--- config.mk ---
export PLATFORM = sky130hd
export DESIGN_NAME = acumulador_productos
export DESIGN_NICKNAME = d
export VERILOG_FILES = /design/src/rtl/acumulador_productos_pkg.sv /design/src/rtl/acumulador_productos_sumador_acc.sv /design/src/rtl/acumulador_productos.sv
export SDC_FILE = /design/constraint.sdc
export NUM_CORES = 1
export LEC_CHECK = 0
export ABC_AREA = 0
export CELL_PAD_IN_SITES_DETAIL_PLACEMENT = 1
export CELL_PAD_IN_SITES_GLOBAL_PLACEMENT = 2
export CORE_UTILIZATION = 27
export CTS_CLUSTER_SIZE = 10
export DETAILED_ROUTE_END_ITERATION = 12
export GPL_ROUTABILITY_DRIVEN = 0
export PLACE_DENSITY_LB_ADDON = 0.05
export SKIP_LAST_GASP = 1
export SLEW_MARGIN = 20
export SYNTH_ARGS = -nofsm -noshare
export SYNTH_HDL_FRONTEND = slang
export SYNTH_SLANG_ARGS = --single-unit
export TNS_END_PERCENT = 10
--- constraint.sdc ---
create_clock -name clk -period 2.65 [get_ports clk]
set_input_delay 0.265 -clock clk [delete_from_list [all_inputs] [get_ports clk]]
set_output_delay 0.265 -clock clk [all_outputs]
set_load 0.02 [all_outputs]
--- src/rtl/acumulador_productos_pkg.sv ---
// Shared definitions for the product accumulator.
//   state_t      : FSM state encoding (also driven out on the debug port)
//   acc_width()  : accumulator width from operand width and guard bits
//   count_width(): width of a counter that must hold 0..n_terms
package acumulador_productos_pkg;

  typedef enum logic [1:0] {
    ST_IDLE = 2'b00,
    ST_WAIT = 2'b01,
    ST_ACK  = 2'b10,
    ST_DONE = 2'b11
  } state_t;

  // A product of two WIDTH-bit operands is 2*WIDTH bits; guard bits
  // absorb the growth from summing several of them.
  function automatic int acc_width(input int width, input int guard);
    return 2 * width + guard;
  endfunction

  // Counter has to reach n_terms itself, hence the +1.
  function automatic int count_width(input int n_terms);
    return $clog2(n_terms + 1);
  endfunction

endpackage

--- src/rtl/acumulador_productos_sumador_acc.sv ---
// Accumulator adder: acc + zero-extended producto, modulo 2^ACC_W.
// Ports:
//   acc      in  ACC_W   current accumulator value
//   producto in  PROD_W  product to add (unsigned)
//   sum      out ACC_W   low ACC_W bits of the sum
//   carry    out 1       carry out of bit ACC_W-1
module sumador_acc #(
  parameter int ACC_W  = 68,
  parameter int PROD_W = 64
) (
  input  logic [ACC_W-1:0]  acc,
  input  logic [PROD_W-1:0] producto,
  output logic [ACC_W-1:0]  sum,
  output logic              carry
);

  logic [ACC_W:0] acc_ext;
  logic [ACC_W:0] prod_ext;
  logic [ACC_W:0] sum_full;

  // Size casts zero-extend; this also works when there are no guard
  // bits (PROD_W == ACC_W), where a zero-count replication would not.
  assign acc_ext  = (ACC_W + 1)'(acc);
  assign prod_ext = (ACC_W + 1)'(producto);
  assign sum_full = acc_ext + prod_ext;
  assign sum      = sum_full[ACC_W-1:0];
  assign carry    = sum_full[ACC_W];

endmodule

--- src/rtl/acumulador_productos.sv ---
// Product accumulator (MAC stage). Takes one producto per four-phase
// Done_Flag/ack transfer from the multiplier, sums N_TERMS of them and
// offers the total downstream on result_valid/result_ack.
// Ports:
//   clk          in   rising-edge clock
//   reset        in   asynchronous active-low reset
//   producto     in   2*WIDTH product, stable while Done_Flag=1
//   Done_Flag    in   product valid from the multiplier
//   ack          out  product accepted (held until Done_Flag drops)
//   start        in   begin a new accumulation (only honoured in IDLE)
//   acumulado    out  running / final sum, ACC_W bits
//   overflow     out  sticky carry out of ACC_W
//   n_count      out  products accumulated so far
//   result_valid out  acumulado is final and stable
//   result_ack   in   downstream has consumed the result
//   state_dbg    out  current FSM state
//
// Handshakes: upstream is four-phase -- Done_Flag rises, ack rises, Done_Flag
// falls, ack falls; exactly one accumulation happens per Done_Flag pulse.
// Downstream is level based -- result_valid stays high with acumulado frozen
// until result_ack is seen high on a clock edge. All outputs are registered.
module acumulador_productos
  import acumulador_productos_pkg::*;
#(
  parameter int  WIDTH   = 32,
  parameter int  N_TERMS = 8,
  parameter int  GUARD   = 4,
  localparam int ACC_W   = acc_width(WIDTH, GUARD),
  localparam int CNT_W   = count_width(N_TERMS)
) (
  input  logic               clk,
  input  logic               reset,
  input  logic [2*WIDTH-1:0] producto,
  input  logic               Done_Flag,
  output logic               ack,
  input  logic               start,
  output logic [ACC_W-1:0]   acumulado,
  output logic               overflow,
  output logic [CNT_W-1:0]   n_count,
  output logic               result_valid,
  input  logic               result_ack,
  output state_t             state_dbg
);

  state_t           state_q, state_n;
  logic [ACC_W-1:0] acc_q, acc_n;
  logic             ovf_q, ovf_n;
  logic [CNT_W-1:0] cnt_q, cnt_n;
  logic             ack_q, ack_n;
  logic             rv_q,  rv_n;

  logic [ACC_W-1:0] sum;
  logic             carry;

  sumador_acc #(
    .ACC_W  (ACC_W),
    .PROD_W (2 * WIDTH)
  ) u_sumador (
    .acc      (acc_q),
    .producto (producto),
    .sum      (sum),
    .carry    (carry)
  );

  always_ff @(posedge clk or negedge reset) begin
    if (!reset) begin
      state_q <= ST_IDLE;
      acc_q   <= '0;
      ovf_q   <= 1'b0;
      cnt_q   <= '0;
      ack_q   <= 1'b0;
      rv_q    <= 1'b0;
    end else begin
      state_q <= state_n;
      acc_q   <= acc_n;
      ovf_q   <= ovf_n;
      cnt_q   <= cnt_n;
      ack_q   <= ack_n;
      rv_q    <= rv_n;
    end
  end

  always_comb begin
    state_n = state_q;
    acc_n   = acc_q;
    ovf_n   = ovf_q;
    cnt_n   = cnt_q;
    ack_n   = ack_q;
    rv_n    = rv_q;

    unique case (state_q)
      ST_IDLE: begin
        // Done_Flag is deliberately not acknowledged here so the
        // multiplier stalls until an accumulation is started.
        ack_n = 1'b0;
        rv_n  = 1'b0;
        if (start) begin
          acc_n   = '0;
          ovf_n   = 1'b0;
          cnt_n   = '0;
          state_n = ST_WAIT;
        end
      end

      ST_WAIT: begin
        if (Done_Flag) begin
          acc_n   = sum;
          ovf_n   = ovf_q | carry;
          cnt_n   = cnt_q + CNT_W'(1);
          ack_n   = 1'b1;
          state_n = ST_ACK;
        end
      end

      ST_ACK: begin
        // Hold ack until the multiplier drops Done_Flag; no accumulation
        // here, so a long Done_Flag pulse still counts once.
        if (!Done_Flag) begin
          ack_n = 1'b0;
          if (cnt_q == CNT_W'(N_TERMS)) begin
            rv_n    = 1'b1;
            state_n = ST_DONE;
          end else begin
            state_n = ST_WAIT;
          end
        end
      end

      ST_DONE: begin
        // start is ignored here even alongside result_ack; a new run
        // needs a start seen in IDLE.
        if (result_ack) begin
          rv_n    = 1'b0;
          state_n = ST_IDLE;
        end
      end

      default: state_n = ST_IDLE;
    endcase
  end

  assign ack          = ack_q;
  assign result_valid = rv_q;
  assign acumulado    = acc_q;
  assign overflow     = ovf_q;
  assign n_count      = cnt_q;
  assign state_dbg    = state_q;

endmodule

; Yosys cells after proc, flatten, opt, wreduce, memory -nomap -nowiden
; Index checks and enable logic that the tools add are counted.
[word_totals]
ff_bits = 77
latch_bits = 0
ramBits = 0
romBits = 0
inputBits = 69
out_inout_bits = 77
word_cells = 48
memories = 0
[op_classes]
addsub = 2
n_mul = 0
div_mod_pow = 0
order_cmp = 0
n_eq_ne = 9
shifts = 0
mux = 22
bitwise = 1
reduce_logical = 8
[op_table]
columns = operator, count
row1 = 2-to-1 mux 68 bit, 2
row2 = case mux 68 bit (2 select lines), 1
row3 = adder 68 x 64 -> 69 bit, 1
row4 = 2-to-1 mux 2 bit, 5
row5 = != test 2 bit (second input constant), 5
row6 = 2-to-1 mux 4 bit, 2
row7 = case mux 2 bit (4 select lines), 1
row8 = case mux 4 bit (2 select lines), 1
row9 = AND reduction 4 bit, 2
row10 = 2-to-1 mux 1 bit, 7
row11 = case mux 1 bit (3 select lines), 2
row12 = AND reduction 3 bit, 2
row13 = nonzero test 3 bit, 2
row14 = adder 4 x 1 -> 4 bit (second input constant), 1
row15 = equality test 2 bit (second input constant), 2
row16 = equality test 4 bit (second input constant), 1
row17 = equality test 2 x 1 -> 1 bit (second input constant), 1
row18 = zero test 2 bit, 1
row19 = case mux 1 bit (2 select lines), 1
row20 = nonzero test 2 bit, 1
row21 = bitwise OR 1 bit, 1

; Longest topological paths before layout
[logic_depth]
depth_word = 4
depth_mapped = 12
ltp_nobuf = 12

; Cells and area by module
; Synthesis repeated with hierarchy kept, for this count alone.
[unflattened]
hier_cells = 921
hier_area_um2 = 7211.9
[by_module_without_submodules]
columns = module, instances, cells_per_inst, area_per_inst_um2, seq_area_each_um2
row1 = sumador_acc, 1, 618, 4037.6, 0.0
row2 = acumulador_productos, 1, 303, 3174.3, 1926.8

; Worst setup path before layout
; Ideal clock, no wire load.
[synth_path]
path_type = reg-to-reg
from = register acc_q[0], in the netlist acumulado[0]
to = register acc_q[64], in the netlist acumulado[64]
setup_ns = 0.081
t_arrival_ns = 2.889
required_ns = 2.569
slack_ns = -0.320
path_stages_with_launch = 13
period_less_slack_ns = 2.970
path_cell_list = dfrtp_1 ha_1 fa_1 a211oi_1 o21ai_2 o2111ai_2 a2111o_1 a21oi_1 a211o_2 a21oi_2 nand2_1 a21oi_2 mux2i_1
[synth_between]
elab_chain_len = 3
[synth_lines]
columns = item, line_no
row1 = start: declaration, acumulador_productos.sv:46  ; logic [ACC_W-1:0] acc_q, acc_n;
row2 = start signal: assignment, acumulador_productos.sv:75  ; acc_q <= acc_n;
row3 = adder 68 x 64 -> 69 bit, acumulador_productos_sumador_acc.sv:25  ; assign sum_full = acc_ext + prod_ext;
row4 = 2-to-1 mux 68 bit, acumulador_productos.sv:106  ; if (Done_Flag) begin
row5 = case mux 68 bit (2 select lines), acumulador_productos.sv:91  ; unique case (state_q)
; No other way between the ends. The select of a mux whose other input is x is not followed.
; A chain may end at the register's enable or synchronous reset.

; Worst setup path in the final report
[layout_path]
from = register acc_q[5], in the netlist acumulado[5]
to = register acc_q[65], in the netlist acumulado[65]
; Same word-level chain as after synthesis.

==> flow_metrics.tcl <==
set metrics [dict create \
    yosys_warnings 0 \
    hold_class "primary input to register" \
    drv_slew 0 \
    fmax_mhz 341.6 \
    fin_cells 1618 \
    crit_chain "ha_1, buf_4, nand4_1, a21oi_2, o211ai_2, o21ai_4, o311ai_4, o21ai_2, nand2_1, o31a_1, o311a_1, nor3_1" \
    boundaryPins 146 \
    finalCritPeriodShare_pct 110.5 \
    cts_buffers 9 \
    overflow 0 \
    slowest_stage "dfrtp_1" \
    r2r.worst_path.cells 12 \
    rrSetupSlack_ns -0.28 \
    slew_headroom_pct 33.80 \
    wl_um 27760 \
    grt_pass1_wl_um 44790 \
    cp.arrival_ns 3.20 \
    postLayoutCoreUtil_pct 44.72 \
    max_stage_delay_ns 0.39 \
    synth.ff_latch_count 77 \
    h-tree-depth 3 \
    drv_cap 0 \
    yosysUniqueCellTypes 67 \
    start_util_pct 27.60 \
    syn_inst 884 \
    clock_sinks 77 \
    async_flop_share_pct 100.0 \
    clock_path_buffers 2 \
    cts_root_buf "clkbuf_16" \
    critical-path-top-delay-family "compound AO/OA/AOI/OAI gates" \
    track_usage_pct 21.64 \
    r2r-start "acumulado[5]" \
    cp-end-kind "register" \
    clk_pin_slew_worst_paths_ns 0.07 \
    synth_edf_count 0 \
    drt_iter0_drc 206 \
    crit_fanout 4 \
    cp-start-kind "register" \
    hpwl_um 22540 \
    detail-route-antenna-nets 0 \
    required_ns 2.92 \
    nets 1418 \
    clkLatencyLatePin_ns 0.36 \
    final_hold_viol_count 0 \
    avgSynthCellArea_um2 7.862 \
    setup_ws_ns -0.2772 \
    finalClockSkew_ns 0.01229 \
    synth_ff_type "dfrtp_1" \
    worstReg2RegEnd "acumulado[65]" \
    power_mw 12.12 \
    final_area_um2 11260 \
    p_leak_nw 5.210 \
    antenna_found_initial 0 \
    die_y_um 162.4 \
    rsz0062_at_grt "yes" \
    grt_max_degree 40 \
    synthesis.area_um2 6950 \
    synth_nets 1020 \
    outcome "complete, but fails checks" \
    placed_cell_area_um2 10710 \
    dr_total_vias 7947 \
    fin_crit_ns 2.927 \
    p_per_area_nw_per_um2 1076 \
    yosysSeqAreaShare_pct 27.72 \
    place_inst 1592 \
    place_ws_ns -0.6847 \
    critical_path_class "register to register" \
    rows 58 \
    die_w_um 162.4 \
    worstMarginPinSlew_ns 0.9907 \
    drive_gt1_share_pct 27.58 \
    post_drt_wl_per_cell_um 17.16 \
    avgViaCountPerCell 4.912 \
    portBuffers 145 \
    hold_depth 3 \
    peakVddDrop_uv 486.6 \
    first_pass_iters 4 \
    drc 0 \
    failed_checks "setup timing" \
    grt_pass1_vias 8528 \
    core_um2 25180 \
    path_buf_inv 1 \
    dieArea_um2 26390 \
    cts_tree "done" \
    syn_to_final_growth_pct 62.03 \
    setup_viol 38 \
    holdPathEnd "acumulado[0]" \
    hold_start "producto[0]" \
]
==> cells in the mapped netlist, types with 3 or more instances <==
cell type  number  area share, %
o211ai_1        6           0.65
o31ai_1         4           0.43
and2_1          4           0.36
a21oi_1        93            6.7
o21bai_1       15            1.6
or2_2           4           0.36
nand2_1       143            7.7
o21ai_1        20            1.4
nor2_1         56            3.0
o21a_1          7           0.76
a21oi_2         4           0.50
inv_1          18           0.97
nor3_1         15            1.1
nand2b_1        4           0.36
nand4_1        30            2.7
ha_1           66             12
a31oi_1         6           0.54
nor2b_1         6           0.54
a22o_1          5           0.63
o21ai_0        85            6.1
buf_2           3           0.22
dfrtp_1        77             28
clkbuf_8        5           0.99
o221ai_1        4           0.50
clkbuf_1       36            1.9
xor2_1         27            3.4
a211oi_1        6           0.65
and3_1          3           0.27
nand3_1        19            1.4
xnor2_1        32            4.0
mux2i_1         5           0.72
a21o_1         26            2.8
or3_1           4           0.36
a21boi_1        4           0.43
==> timing repair <==
action / 4_1_cts / 5_1_grt
endpoints found under the setup margin: 44 / 46
endpoints found under the hold margin: 35 / 0
hold buffers: 1 / 0
resized for setup: 9 / 21
gates cloned: 0 / 0
buffers inserted: 4 / 4
pin swaps: 14 / 10
==> flip-flops by register name, indices dropped and copies added (netlist names) <==
signal        cells
acumulado        68
ack               1
n_count           4
overflow          1
state_dbg         2
result_valid      1
==> metrics by stage <==
step	TNS [ns]	hold slack [ns]
after CTS	-6.172	0.5010
after global placement	-21.87	0.3309
final	-4.296	0.3324
after detailed placement	-24.69	0.3324
after floorplan	-0.7873	-0.03059
after global routing	-11.23	0.3539
==> where the power goes <==
part	internal, mW	switching [mW]	leakage, nW	total [mW]
logic	4.28	4.50	4.06	8.78
clock network	0.765	0.612	0.149	1.38
registers	1.60	0.361	1.00	1.96
total	6.65	5.47	5.21	12.1
==> kinds of logic (layout without fill, tap and decap cells) <==
family                     after synthesis  after routing  synth area share (%)
AOI/OAI and AO/OA                      313            313                 28.30
and+or+nand+nor                        298            298                 19.26
DFF                                     77             77                 27.72
adders and majority gates               67             67                 12.17
buffers and inverters                   65            468                 4.392
xor gates and xnor gates                59             59                 7.435
muxes                                    5              5                0.7201
other                                    0              1                     0
==> placed cells by master, fill, tap and decap left out, types with 6 or more instances in the layout <==
cell / n
a21oi_1: 87
a21o_1: 26
o21ai_2: 6
inv_1: 18
clkdlybuf4s50_1: 143
buf_4: 286
nor2b_1: 6
xor2_1: 27
nor2_1: 55
xnor2_1: 32
o21bai_1: 15
nand4_1: 30
o211ai_1: 6
o21ai_1: 17
dfrtp_1: 76
clkbuf_16: 9
o21a_1: 7
nor3_1: 15
a21oi_2: 8
ha_1: 61
o21ai_0: 84
nand2_1: 141
nand3_1: 19
==> routing by layer <==
| metal | part of all wire [%] | global-route usage [%] | routed length [um] |
|---|---|---|---|
| met4 | 0.80 | 3.902 | 223 |
| met2 | 47 | 36.56 | 13000 |
| met3 | 3.5 | 3.540 | 981 |
| met1 | 49 | 29.06 | 13550 |
| met5 | 0 | 0 | 0 |
==> layout make-up <==
| cell class | instances | area [um2] |
|---|---|---|
| multi-input cells | 742 | 4900 |
| flip-flops and latches | 77 | 1928 |
| inverters | 18 | 67.56 |
| diodes | 1 | 2.502 |
| well taps | 330 | 412.9 |
| clock inverters | 6 | 68.82 |
| clock buffers | 10 | 239.0 |
| fillers | 3045 | 13920 |
| repair buffers | 434 | 3643 |
==> tightest hold or removal path: cells and delay by family <==
kind	cells	cell delay (ns)
adder cells (fa/ha/maj)	1	0.14
buffers and inverters	1	0.13
AO/OA/AOI/OAI	1	0.12
==> how the worst max path moves through the flow <==
stage                             start             to  slack, ns  depth (start not counted)
after CTS                 acumulado[28]  acumulado[65]      -0.30                         12
final                      acumulado[5]  acumulado[65]      -0.28                         12
after global routing       acumulado[5]  acumulado[65]      -0.38                         12
after global placement      producto[0]  acumulado[64]      -0.66                         13
after floorplan            acumulado[0]  acumulado[64]      -0.17                         12
after detailed placement    producto[0]  acumulado[64]      -0.68                         13
Note: power is estimated with default switching activity, not from simulation.
